[src/rtl/koggestone_divider4.sv]
// ---------------------------------------------------------------------------
// koggestone_divider4
//
// Sequential unsigned restoring divider. One trial subtraction per cycle,
// MSB first, each trial done by a (WIDTH+1)-bit Kogge-Stone parallel-prefix
// subtractor (a + ~b + 1). Start/done handshake; all outputs registered.
//
// Ports:
//   clk          rising-edge clock
//   rst          synchronous active-high reset
//   start        request, sampled only while not busy
//   dividend     WIDTH-bit unsigned dividend, sampled with start
//   divisor      WIDTH-bit unsigned divisor, sampled with start
//   busy         high while an iteration sequence is running
//   done         one-cycle pulse, results valid in that cycle
//   quotient     WIDTH-bit quotient, held until the next accepted start
//   remainder    WIDTH-bit remainder, held until the next accepted start
//   div_by_zero  set with done when the divisor was zero
// ---------------------------------------------------------------------------
module koggestone_divider4 #(
    parameter int WIDTH = 4
) (
    input  logic             clk,
    input  logic             rst,
    input  logic             start,
    input  logic [WIDTH-1:0] dividend,
    input  logic [WIDTH-1:0] divisor,
    output logic             busy,
    output logic             done,
    output logic [WIDTH-1:0] quotient,
    output logic [WIDTH-1:0] remainder,
    output logic             div_by_zero
);

    localparam int N      = WIDTH + 1;
    localparam int LEVELS = $clog2(N);
    localparam int CW     = $clog2(WIDTH + 1);

    typedef enum logic [1:0] {
        IDLE = 2'd0,
        RUN  = 2'd1,
        DONE = 2'd2
    } state_t;

    state_t          state;
    state_t          state_next;
    logic [WIDTH-1:0] q;
    logic [N-1:0]     r;
    logic [WIDTH-1:0] dvsr;
    logic [CW-1:0]    cnt;
    logic             dbz;

    logic [N-1:0]     r_shift;
    logic [N-1:0]     trial;
    logic             no_borrow;
    logic             last_iter;

    // Kogge-Stone subtract: returns {carry_out, a - b}. The +1 of the two's
    // complement enters as carry-in, so carry into bit i is G[i-1:0] | P[i-1:0].
    function automatic logic [N:0] ks_sub(input logic [N-1:0] a,
                                          input logic [N-1:0] b);
        logic [LEVELS:0][N-1:0] g;
        logic [LEVELS:0][N-1:0] p;
        logic [N:0]             c;
        logic [N-1:0]           diff;
        logic [N-1:0]           bn;
        bn   = ~b;
        g[0] = a & bn;
        p[0] = a ^ bn;
        for (int l = 0; l < LEVELS; l++) begin
            g[l+1] = g[l];
            p[l+1] = p[l];
            for (int i = (1 << l); i < N; i++) begin
                g[l+1][i] = g[l][i] | (p[l][i] & g[l][i-(1<<l)]);
                p[l+1][i] = p[l][i] & p[l][i-(1<<l)];
            end
        end
        c[0] = 1'b1;
        for (int i = 0; i < N; i++) begin
            c[i+1]  = g[LEVELS][i] | (p[LEVELS][i] & c[0]);
            diff[i] = p[0][i] ^ c[i];
        end
        return {c[N], diff};
    endfunction

    // Trial subtraction of the shifted partial remainder.
    always_comb begin
        r_shift            = {r[WIDTH-1:0], q[WIDTH-1]};
        {no_borrow, trial} = ks_sub(r_shift, {1'b0, dvsr});
        last_iter          = (cnt == CW'(WIDTH - 1));
    end

    // The partial remainder MSB is architecturally always 0 when it is
    // observed; it only exists to hold the shifted-in bit during a trial.
    logic unused_r_msb;
    assign unused_r_msb = r[WIDTH];

    always_comb begin
        state_next = state;
        unique case (state)
            IDLE, DONE: begin
                if (start) begin
                    state_next = (divisor != '0) ? RUN : DONE;
                end else begin
                    state_next = IDLE;
                end
            end
            RUN: begin
                if (last_iter) begin
                    state_next = DONE;
                end
            end
            default: state_next = IDLE;
        endcase
    end

    always_ff @(posedge clk) begin
        if (rst) begin
            state <= IDLE;
            busy  <= 1'b0;
            done  <= 1'b0;
            q     <= '0;
            r     <= '0;
            dvsr  <= '0;
            cnt   <= '0;
            dbz   <= 1'b0;
        end else begin
            state <= state_next;
            // busy/done come straight from flops so no decode sits on the pins.
            busy  <= (state_next == RUN);
            done  <= (state_next == DONE);
            unique case (state)
                IDLE, DONE: begin
                    if (start) begin
                        if (divisor != '0) begin
                            q    <= dividend;
                            dvsr <= divisor;
                            r    <= '0;
                            cnt  <= '0;
                            dbz  <= 1'b0;
                        end else begin
                            q    <= '1;
                            r    <= {1'b0, dividend};
                            dbz  <= 1'b1;
                        end
                    end
                end
                RUN: begin
                    r   <= no_borrow ? trial : r_shift;
                    q   <= {q[WIDTH-2:0], no_borrow};
                    cnt <= cnt + CW'(1);
                end
                default: begin
                end
            endcase
        end
    end

    assign quotient    = q;
    assign remainder   = r[WIDTH-1:0];
    assign div_by_zero = dbz;

endmodule

[config.mk]
export PLATFORM = sky130hd
export DESIGN_NAME = koggestone_divider4
export DESIGN_NICKNAME = d
export VERILOG_FILES = /design/src/rtl/koggestone_divider4.sv
export SDC_FILE = /design/constraint.sdc
export NUM_CORES = 1
export LEC_CHECK = 0
export CELL_PAD_IN_SITES_DETAIL_PLACEMENT = 1
export CELL_PAD_IN_SITES_GLOBAL_PLACEMENT = 1
export CORE_AREA = 2 2 65 61
export DETAILED_ROUTE_END_ITERATION = 10
export DIE_AREA = 0 0 67 63
export PLACE_DENSITY_LB_ADDON = 0.3
export SYNTH_ARGS = -nofsm -noshare
export SYNTH_HDL_FRONTEND = slang
export SYNTH_SLANG_ARGS = --single-unit
[constraint.sdc]
create_clock -name clk -period 4.7 [get_ports clk]
set_clock_uncertainty 0.05 [all_clocks]
set_input_delay 1.175 -clock clk [delete_from_list [all_inputs] [get_ports clk]]
set_output_delay 1.175 -clock clk [all_outputs]
set_load 0.03 [all_outputs]
==> impl_metrics.env, run 1 <==
export IMPL_status="complete, no violations"
export IMPL_r2r_end="quotient[1]"
export IMPL_cp_data_arrival_time_ps=3000
export IMPL_ctsRootBufferMaster="clkbuf_8"
export IMPL_placed_area_sq_mm=0.00127
export IMPL_ys_seq_area_share_pct=38.7
export IMPL_synth_area_leader_cell="dfxtp_1"
export IMPL_grt_pass1_wl_um=4490
export IMPL_ir_drop_mv=0.157
export IMPL_drt_total_wl_um=2660
export IMPL_start_util_pct=28.9
export IMPL_htreeDepth=1
export IMPL_yosysWarnings=0
export IMPL_worst_pin_slew_ps=931
export IMPL_cts_setup_buffers=0
export IMPL_gr_usage_met3_pct=3.06
export IMPL_synth_seq_cells=20
export IMPL_drv_slew=0
export IMPL_min_path_type="register to register"
export IMPL_dp_final_hpwl_um=2010
export IMPL_hold_viol=0
export IMPL_antenna_found_initial=0
export IMPL_syn_num_nets=138
export IMPL_finalSetupViolCount=0
export IMPL_vias=949
export IMPL_vias_per_cell=5.13
export IMPL_area_growth_pct=30.1
export IMPL_synthTopCellsByArea="dfxtp_1 (39%), ha_1 (8.5%), a21oi_1 (7.7%), a22oi_1 (5.1%), nor2_1 (4.4%)"
export IMPL_rrSetupSlack_ps=2730
export IMPL_cts_tree="done"
export IMPL_grtUsageMet2_pct=23.3
export IMPL_netlist_area_sq_mm=0.00103
export IMPL_drtPass1Iterations=3
export IMPL_yosysUniqueCellTypes=33
export IMPL_portBuffers=21
export IMPL_nets=158
export IMPL_max_freq_mhz=343
export IMPL_cts_hold_fix_buffers=0
export IMPL_ios=22
export IMPL_clkSlewWorstSetupHoldPaths_ps=80
export IMPL_layout_min_cycle_time_ps=2920
export IMPL_crit_path_end="cnt[2]"
export IMPL_diodes=0
export IMPL_cellPowerDensity_mw_per_mm2=371
export IMPL_crit_path_start="start"
export IMPL_startpoint_type="input pin"
export IMPL_hold_start="div_by_zero"
export IMPL_drv_cap=0
export IMPL_whs_ps=406
export IMPL_grt_usage_pct=13.6
export IMPL_cts_made_buffers=3
export IMPL_drc=0
export IMPL_rows=21
export IMPL_grt_ovfl_total=0
export IMPL_clock_path_buffers=2
export IMPL_syn_avg_cell_area_sq_um=8.61
export IMPL_fin_util_pct=37.6
export IMPL_fp_coreArea_sq_mm=0.00357
export IMPL_globalRouteMet1Util_pct=17.0
export IMPL_r2r_start="state[0]"
export IMPL_gp_congestion=0.752
export IMPL_insertion_delay_ps=260
export IMPL_relSlewSlack_pct=37.8
export IMPL_timing_final_ws_setup_ps=1780
export IMPL_p_leak_nw=0.497
export IMPL_dieWidth_um=67
export IMPL_preCtsSetupSlack_ps=1500
export IMPL_cts_resized=0
export IMPL_r2r_cells=4
export IMPL_finalCritPeriodShare_pct=62.1
export IMPL_crit_required_ps=4780
export IMPL_stdcell_area_sq_mm=0.00135
export IMPL_synthCells=120
export IMPL_first_global_vias=1000
export IMPL_dieArea_sq_mm=0.00422
export IMPL_grt_max_degree=18
export IMPL_busiest_layer="met2"
export IMPL_dr_first_iter_drc_count=41
export IMPL_critPathMaxFanout=14
export IMPL_rsz0062_at_grt="false"
export IMPL_die_h_um=63
export IMPL_crit_path_end_kind="register"
export IMPL_synth_top_cell_area_share_pct=38.7
export IMPL_critical_path_class="input pin to register"
export IMPL_routedWlPerCell_um=14.4
export IMPL_drive_above_1_share_pct=6.47
export IMPL_tritoncts_num_sinks=20
export IMPL_postRouteAntennaNets=0
export IMPL_setup_tns_final_ps=0
[cells by family (layout without fill, tap and decap cells)]
kind of cell | after synthesis | in the layout | synth area share, %
multiplexers | 3 | 3 | 2.91
flip-flops | 20 | 20 | 38.7
AND/OR/NAND/NOR | 38 | 38 | 18.9
adder cells (fa/ha/maj) | 7 | 7 | 8.47
AO/OA/AOI/OAI | 39 | 39 | 25.3
buffers and inverters | 12 | 31 | 4.84
XOR/XNOR | 1 | 1 | 0.848
[final cells by class]
class / count / area [sq um]
multi-input cells: 88 / 583
clock buffers: 3 / 41.3
inverters: 6 / 22.5
fillers: 443 / 2230
flip-flops and latches: 20 / 400
clock inverters: 1 / 30.0
repair buffers: 21 / 210
well taps: 46 / 57.6
[per-stage QoR]
step | cells | total power, mW
floorplan | 120 | 0.286
CTS | 185 | 0.506
detailed placement | 181 | 0.329
finish | 185 | 0.499
global placement | 181 | 0.326
global route | 185 | 0.526
[metal layers]
layer	part of all wire, %	vias to the layer above
met2	47	15
li1	-	467
met5	0	-
met1	47	465
met4	0.49	0
met3	4.6	2
[where the power goes]
part	switching [mW]	internal [mW]	total, mW
sequential	0.0114	0.181	0.193
clock	0.0605	0.114	0.174
combinational	0.0744	0.0577	0.132
total	0.146	0.353	0.499
[cells in the final DEF, fill, tap and decap left out, types with 2 or more instances in the layout]
cell type        instances
ha_1                     7
nor2b_1                  2
a211oi_2                 2
nor3_1                   2
nand2_1                  8
clkbuf_8                 3
nand3_1                  4
a31oi_1                  2
nor4_1                   2
mux2i_1                  3
inv_1                    6
clkdlybuf4s50_1         21
a22oi_1                  7
dfxtp_1                 20
o21ai_0                  4
nand2b_1                 4
nor2_1                  12
a21oi_1                 16
[registers in the layout (all words and copies together) (netlist names)]
| name | flops |
|---|---|
| done | 1 |
| state | 2 |
| div_by_zero | 1 |
| dvsr | 4 |
| quotient | 4 |
| r | 4 |
| busy | 1 |
| cnt | 3 |
[worst max-delay path, cell delays in order]
cell and delay, ps:
clkdlybuf4s50_1 480, nor2b_1 640, nand2b_1 380, a31oi_1 270, nor2_1 50
[cells in the mapped netlist]
library cell / count
buf_1: 1
nor2b_1: 2
a21o_1: 1
inv_1: 6
o211a_1: 1
o21ai_1: 1
nand3_1: 4
buf_4: 1
a211oi_2: 2
nor4_1: 2
nor3_1: 2
ha_1: 7
xnor2_1: 1
a31oi_1: 2
o21a_1: 1
o311a_2: 1
dfxtp_1: 20
or3_1: 1
o21ai_0: 4
nor2_1: 12
and3_1: 1
and2_1: 1
clkbuf_1: 3
nand2b_1: 4
a211oi_1: 1
a22oi_1: 7
mux2i_1: 3
a221oi_2: 1
o21bai_1: 1
nand2_1: 8
a21oi_1: 16
nor4_4: 1
buf_2: 1
[worst min-delay path by stage]
stage	cells after the start	slack, ps	to
floorplan	2	400	cnt[1]
global placement	2	390	div_by_zero
detailed placement	2	400	div_by_zero
CTS	2	410	div_by_zero
global route	2	450	div_by_zero
finish	2	410	div_by_zero
Power figures use the tool's default switching activity.
==> inputs of run 2 (changes only) <==
clock period = 2.7 ns   (was 4.7 ns; I/O delays follow)
==> impl_metrics.env, run 2 (same netlist as run 1, synthesis figures left out) <==
export IMPL_status="complete, no violations"
export IMPL_nets=162
export IMPL_dieWidth_um=67
export IMPL_die_h_um=63
export IMPL_fin_util_pct=37.6
export IMPL_r2r_start="quotient[3]"
export IMPL_hold_depth=2
export IMPL_r2r_end="r[2]"
export IMPL_rows=21
export IMPL_grt_usage_pct=13.6
export IMPL_insertion_delay_ps=250
export IMPL_ios=22
export IMPL_nFillCells=443
export IMPL_cts_hold_fix_buffers=0
export IMPL_drtPass1Iterations=4
export IMPL_dr_first_iter_drc_count=29
export IMPL_area_growth_pct=30.1
export IMPL_worst_pin_slew_ps=494
export IMPL_crit_path_start="quotient[3]"
export IMPL_tritoncts_num_sinks=20
export IMPL_portBuffers=21
export IMPL_layout_min_cycle_time_ps=2110
export IMPL_rsz0062_at_grt="false"
export IMPL_gp_congestion=0.730
export IMPL_drv_slew=0
export IMPL_crit_path_end_kind="output port"
export IMPL_preCtsSetupSlack_ps=357
export IMPL_cpMaxStageDelayCell="clkdlybuf4s50_1"
export IMPL_hold_viol=0
export IMPL_grt_ovfl_total=0
export IMPL_hold_end="div_by_zero"
export IMPL_postRouteAntennaNets=0
export IMPL_cts_made_buffers=3
export IMPL_cts_resized=0
export IMPL_startpoint_type="register"
export IMPL_mostFrequentLayoutCell="clkdlybuf4s50_1"
export IMPL_htreeDepth=1
export IMPL_setup_tns_final_ps=0
export IMPL_finalSetupViolCount=0
export IMPL_layout_common_cells="clkdlybuf4s50_1 (21), dfxtp_1 (20), a21oi_1 (16), nor2_1 (12), nand2_1 (8)"
export IMPL_drive_above_1_share_pct=8.45
export IMPL_grt_pass1_wl_um=4490
export IMPL_clock_path_buffers=2
export IMPL_rrSetupSlack_ps=780
export IMPL_max_freq_mhz=474
export IMPL_crit_chain="clkdlybuf4s50_1"
export IMPL_min_path_type="register to register"
export IMPL_relSlewSlack_pct=67.0
export IMPL_antenna_found_initial=0
export IMPL_cts_tree="done"
export IMPL_ir_drop_mv=0.177
export IMPL_p_leak_nw=0.503
export IMPL_crit_required_ps=1980
export IMPL_dieArea_sq_mm=0.00422
export IMPL_finalCritPeriodShare_pct=78.2
export IMPL_cpLargestDelayFamily="buffers and inverters"
export IMPL_crit_buf_inv=1
export IMPL_clkSlewWorstSetupHoldPaths_ps=70
export IMPL_timing_final_ws_setup_ps=590
export IMPL_dp_final_hpwl_um=2130
export IMPL_diodes=0
export IMPL_power_mw=0.762
export IMPL_critPathMaxFanout=5
export IMPL_routedWlPerCell_um=14.0
export IMPL_hold_start="div_by_zero"
export IMPL_cts_setup_buffers=0
export IMPL_vias_per_cell=5.06
export IMPL_cellPowerDensity_mw_per_mm2=567
export IMPL_vias=952
export IMPL_drv_cap=0
export IMPL_drt_total_wl_um=2630
export IMPL_start_util_pct=28.9
export IMPL_drc=0
export IMPL_slowest_delay_ps=710
export IMPL_fp_coreArea_sq_mm=0.00357
export IMPL_r2r_cells=6
export IMPL_cp_data_arrival_time_ps=1390
export IMPL_ctsRootBufferMaster="clkbuf_8"
export IMPL_grt_max_degree=15
export IMPL_first_global_vias=971
export IMPL_critical_path_class="register to output port"
## run 2: cell types whose count changed in the layout (fill, tap and decap cells not counted), sizes merged
cell	change
bufinv	-1
buf	+4
## run 2: power by group
part           internal (mW)  switching, mW  total, mW  leakage [nW]
sequential             0.316         0.0201      0.336         0.164
combinational          0.105          0.131      0.236         0.317
clock                 0.0992         0.0913      0.191        0.0216
total                  0.520          0.242      0.762         0.503
## run 2: layout make-up
cell class | instances | area [sq um] | area share [%]
Tap cell | 46 | 57.6 | 4.28
Inverter | 6 | 22.5 | 1.67
Sequential cell | 20 | 400 | 29.8
Clock buffer | 3 | 41.3 | 3.07
Multi-Input combinational cell | 88 | 583 | 43.3
Timing Repair Buffer | 25 | 240 | 17.9
## run 2: through the flow
step	instance area (sq um)	std cells	hold WS (ps)
floorplan	1030	120	402
detailed placement	1300	185	421
finish	1350	188	427
global route	1350	188	444
CTS	1350	188	431
global placement	1300	185	407
## run 2: worst max path at each step
| stage | endpoint | slack (ps) | cells after the start |
|---|---|---|---|
| floorplan | r[3] | 790 | 6 |
| global placement | cnt[1] | 470 | 5 |
| detailed placement | cnt[1] | 360 | 5 |
| CTS | quotient[3] | 570 | 1 |
| global route | cnt[1] | 500 | 5 |
| finish | quotient[3] | 590 | 1 |
## run 2: layer usage
| metal | vias to the layer above | GRT usage [%] | wire [um] |
|---|---|---|---|
| li1 | 473 | - | - |
| met1 | 454 | 17.5 | 1210 |
| met2 | 20 | 22.2 | 1240 |
| met3 | 5 | 4.68 | 164 |
| met4 | 0 | 2.30 | 21 |
| met5 | - | 0 | 0 |
==> inputs of run 3 (changes only) <==
clock period = 1.74 ns   (was 2.7 ns; I/O delays follow)
==> impl_metrics.env, run 3 (same netlist as run 1, synthesis figures left out) <==
export IMPL_status="complete, no violations"
export IMPL_tritoncts_num_sinks=20
export IMPL_r2r_start="dvsr[3]"
export IMPL_combPwrFrac_pct=37.0
export IMPL_ctsRootBufferMaster="clkbuf_8"
export IMPL_crit_chain="buf_4 -> dlygate4sd2_1"
export IMPL_cts_hold_fix_buffers=0
export IMPL_power_frac_seq_pct=39.3
export IMPL_p_switching_mw=0.432
export IMPL_dieArea_sq_mm=0.00422
export IMPL_timing_final_ws_setup_ps=69.6
export IMPL_placed_area_sq_mm=0.00143
export IMPL_critical_path_class="register to output port"
export IMPL_setup_tns_final_ps=0
export IMPL_max_freq_mhz=599
export IMPL_antenna_found_initial=0
export IMPL_cp_data_arrival_time_ps=1190
export IMPL_nets=178
export IMPL_cts_made_buffers=3
export IMPL_insertion_delay_ps=260
export IMPL_critPathMaxFanout=3
export IMPL_layout_common_cells="buf_4 (19), dfxtp_1 (17), a21oi_1 (15), nor2_1 (11), clkdlybuf4s50_1 (10)"
export IMPL_dp_final_hpwl_um=2330
export IMPL_rrSetupSlack_ps=70
export IMPL_mostFrequentLayoutCell="buf_4"
export IMPL_layout_min_cycle_time_ps=1670
export IMPL_startpoint_type="register"
export IMPL_vias_per_cell=5.01
export IMPL_cts_tree="done"
export IMPL_relSlewSlack_pct=75.8
export IMPL_ios=22
export IMPL_cellPowerDensity_mw_per_mm2=840
export IMPL_first_global_vias=1067
export IMPL_clkSlewWorstSetupHoldPaths_ps=80
export IMPL_postRouteAntennaNets=0
export IMPL_crit_required_ps=1250
export IMPL_die_h_um=63
export IMPL_drive_above_1_share_pct=27.7
export IMPL_internal_power_mw=0.896
export IMPL_drv_slew=0
export IMPL_grt_max_degree=12
export IMPL_ir_drop_mv=0.482
export IMPL_drtPass1Iterations=4
export IMPL_drt_total_wl_um=2980
export IMPL_fp_coreArea_sq_mm=0.00357
export IMPL_cpMaxStageDelayCell="dfxtp_1"
export IMPL_stdcell_area_sq_mm=0.00158
export IMPL_min_path_type="register to register"
export IMPL_rsz0062_at_grt="true"
export IMPL_p_leak_nw=0.664
export IMPL_diodes=0
export IMPL_drv_cap=0
export IMPL_dieWidth_um=67
export IMPL_finalSetupViolCount=0
export IMPL_dr_first_iter_drc_count=26
export IMPL_power_mw=1.33
export IMPL_preCtsSetupSlack_ps=-182
export IMPL_switching_share_pct=32.5
export IMPL_portBuffers=21
export IMPL_gp_congestion=0.783
export IMPL_area_growth_pct=52.9
export IMPL_hold_start="div_by_zero"
export IMPL_drc=0
export IMPL_vias=1027
export IMPL_fin_util_pct=44.2
export IMPL_hold_viol=0
export IMPL_grt_pass1_wl_um=5010
export IMPL_rows=21
export IMPL_worst_pin_slew_ps=359
export IMPL_routedWlPerCell_um=14.5
export IMPL_grt_ovfl_total=0
export IMPL_start_util_pct=28.9
export IMPL_p_clk_share_pct=23.7
export IMPL_finalCritPeriodShare_pct=96.0
export IMPL_htreeDepth=1
export IMPL_slowest_delay_ps=400
export IMPL_clock_path_buffers=2
export IMPL_crit_path_start="r[0]"
export IMPL_grt_usage_pct=15.3
export IMPL_crit_path_end_kind="output port"
==> run 3: what timing repair did <==
action / in CTS / in global routing
endpoints found under the setup margin: 13 / 9
cloned: 0 / 0
endpoints found under the hold margin: 0 / 0
gates resized for setup: 15 / 16
pin swaps: 1 / 4
buffers inserted: 0 / 0
==> run 3: final timing paths <==
check / to / cells past startpoint
worst min-delay path: div_by_zero / 2
worst max register to register: r[0] / 5
worst min register to register: div_by_zero / 2
worst max-delay path: remainder[0] / 2
==> run 3: area by class of cell <==
| type | instances | area, sq um |
|---|---|---|
| Timing Repair Buffer | 41 | 359 |
| Multi-Input combinational cell | 88 | 689 |
| Fill cell | 433 | 1990 |
| Tap cell | 46 | 57.6 |
| Clock buffer | 4 | 45.0 |
| Sequential cell | 20 | 407 |
| Inverter | 6 | 22.5 |
==> run 3: metal layers <==
layer	routed length, um	track usage (%)	vias to the layer above
li1	-	-	505
met3	121	3.42	2
met4	13	3.06	0
met1	1370	19.8	501
met2	1470	25.9	19
met5	0	0	-
==> run 3: stage by stage <==
step	std cells	hold WS, ps
6_report	205	410
2_1_floorplan	120	402
4_1_cts	205	414
3_3_place_gp	201	400
3_5_place_dp	201	406
5_1_grt	205	431
==> run 3: power groups by stage <==
stage / combinational (mW) / clock (mW) / sequential (mW)
after floorplan: 0.208 / 0 / 0.566
after global placement: 0.417 / 0 / 0.525
after detailed placement: 0.429 / 0 / 0.528
after CTS: 0.449 / 0.329 / 0.518
after global routing: 0.534 / 0.348 / 0.527
final: 0.491 / 0.315 / 0.521
==> run 3: critical path, delay by kind of cell (launching register included) <==
family	cells	cell delay (ps)
buf+inv	2	540
flops	1	400
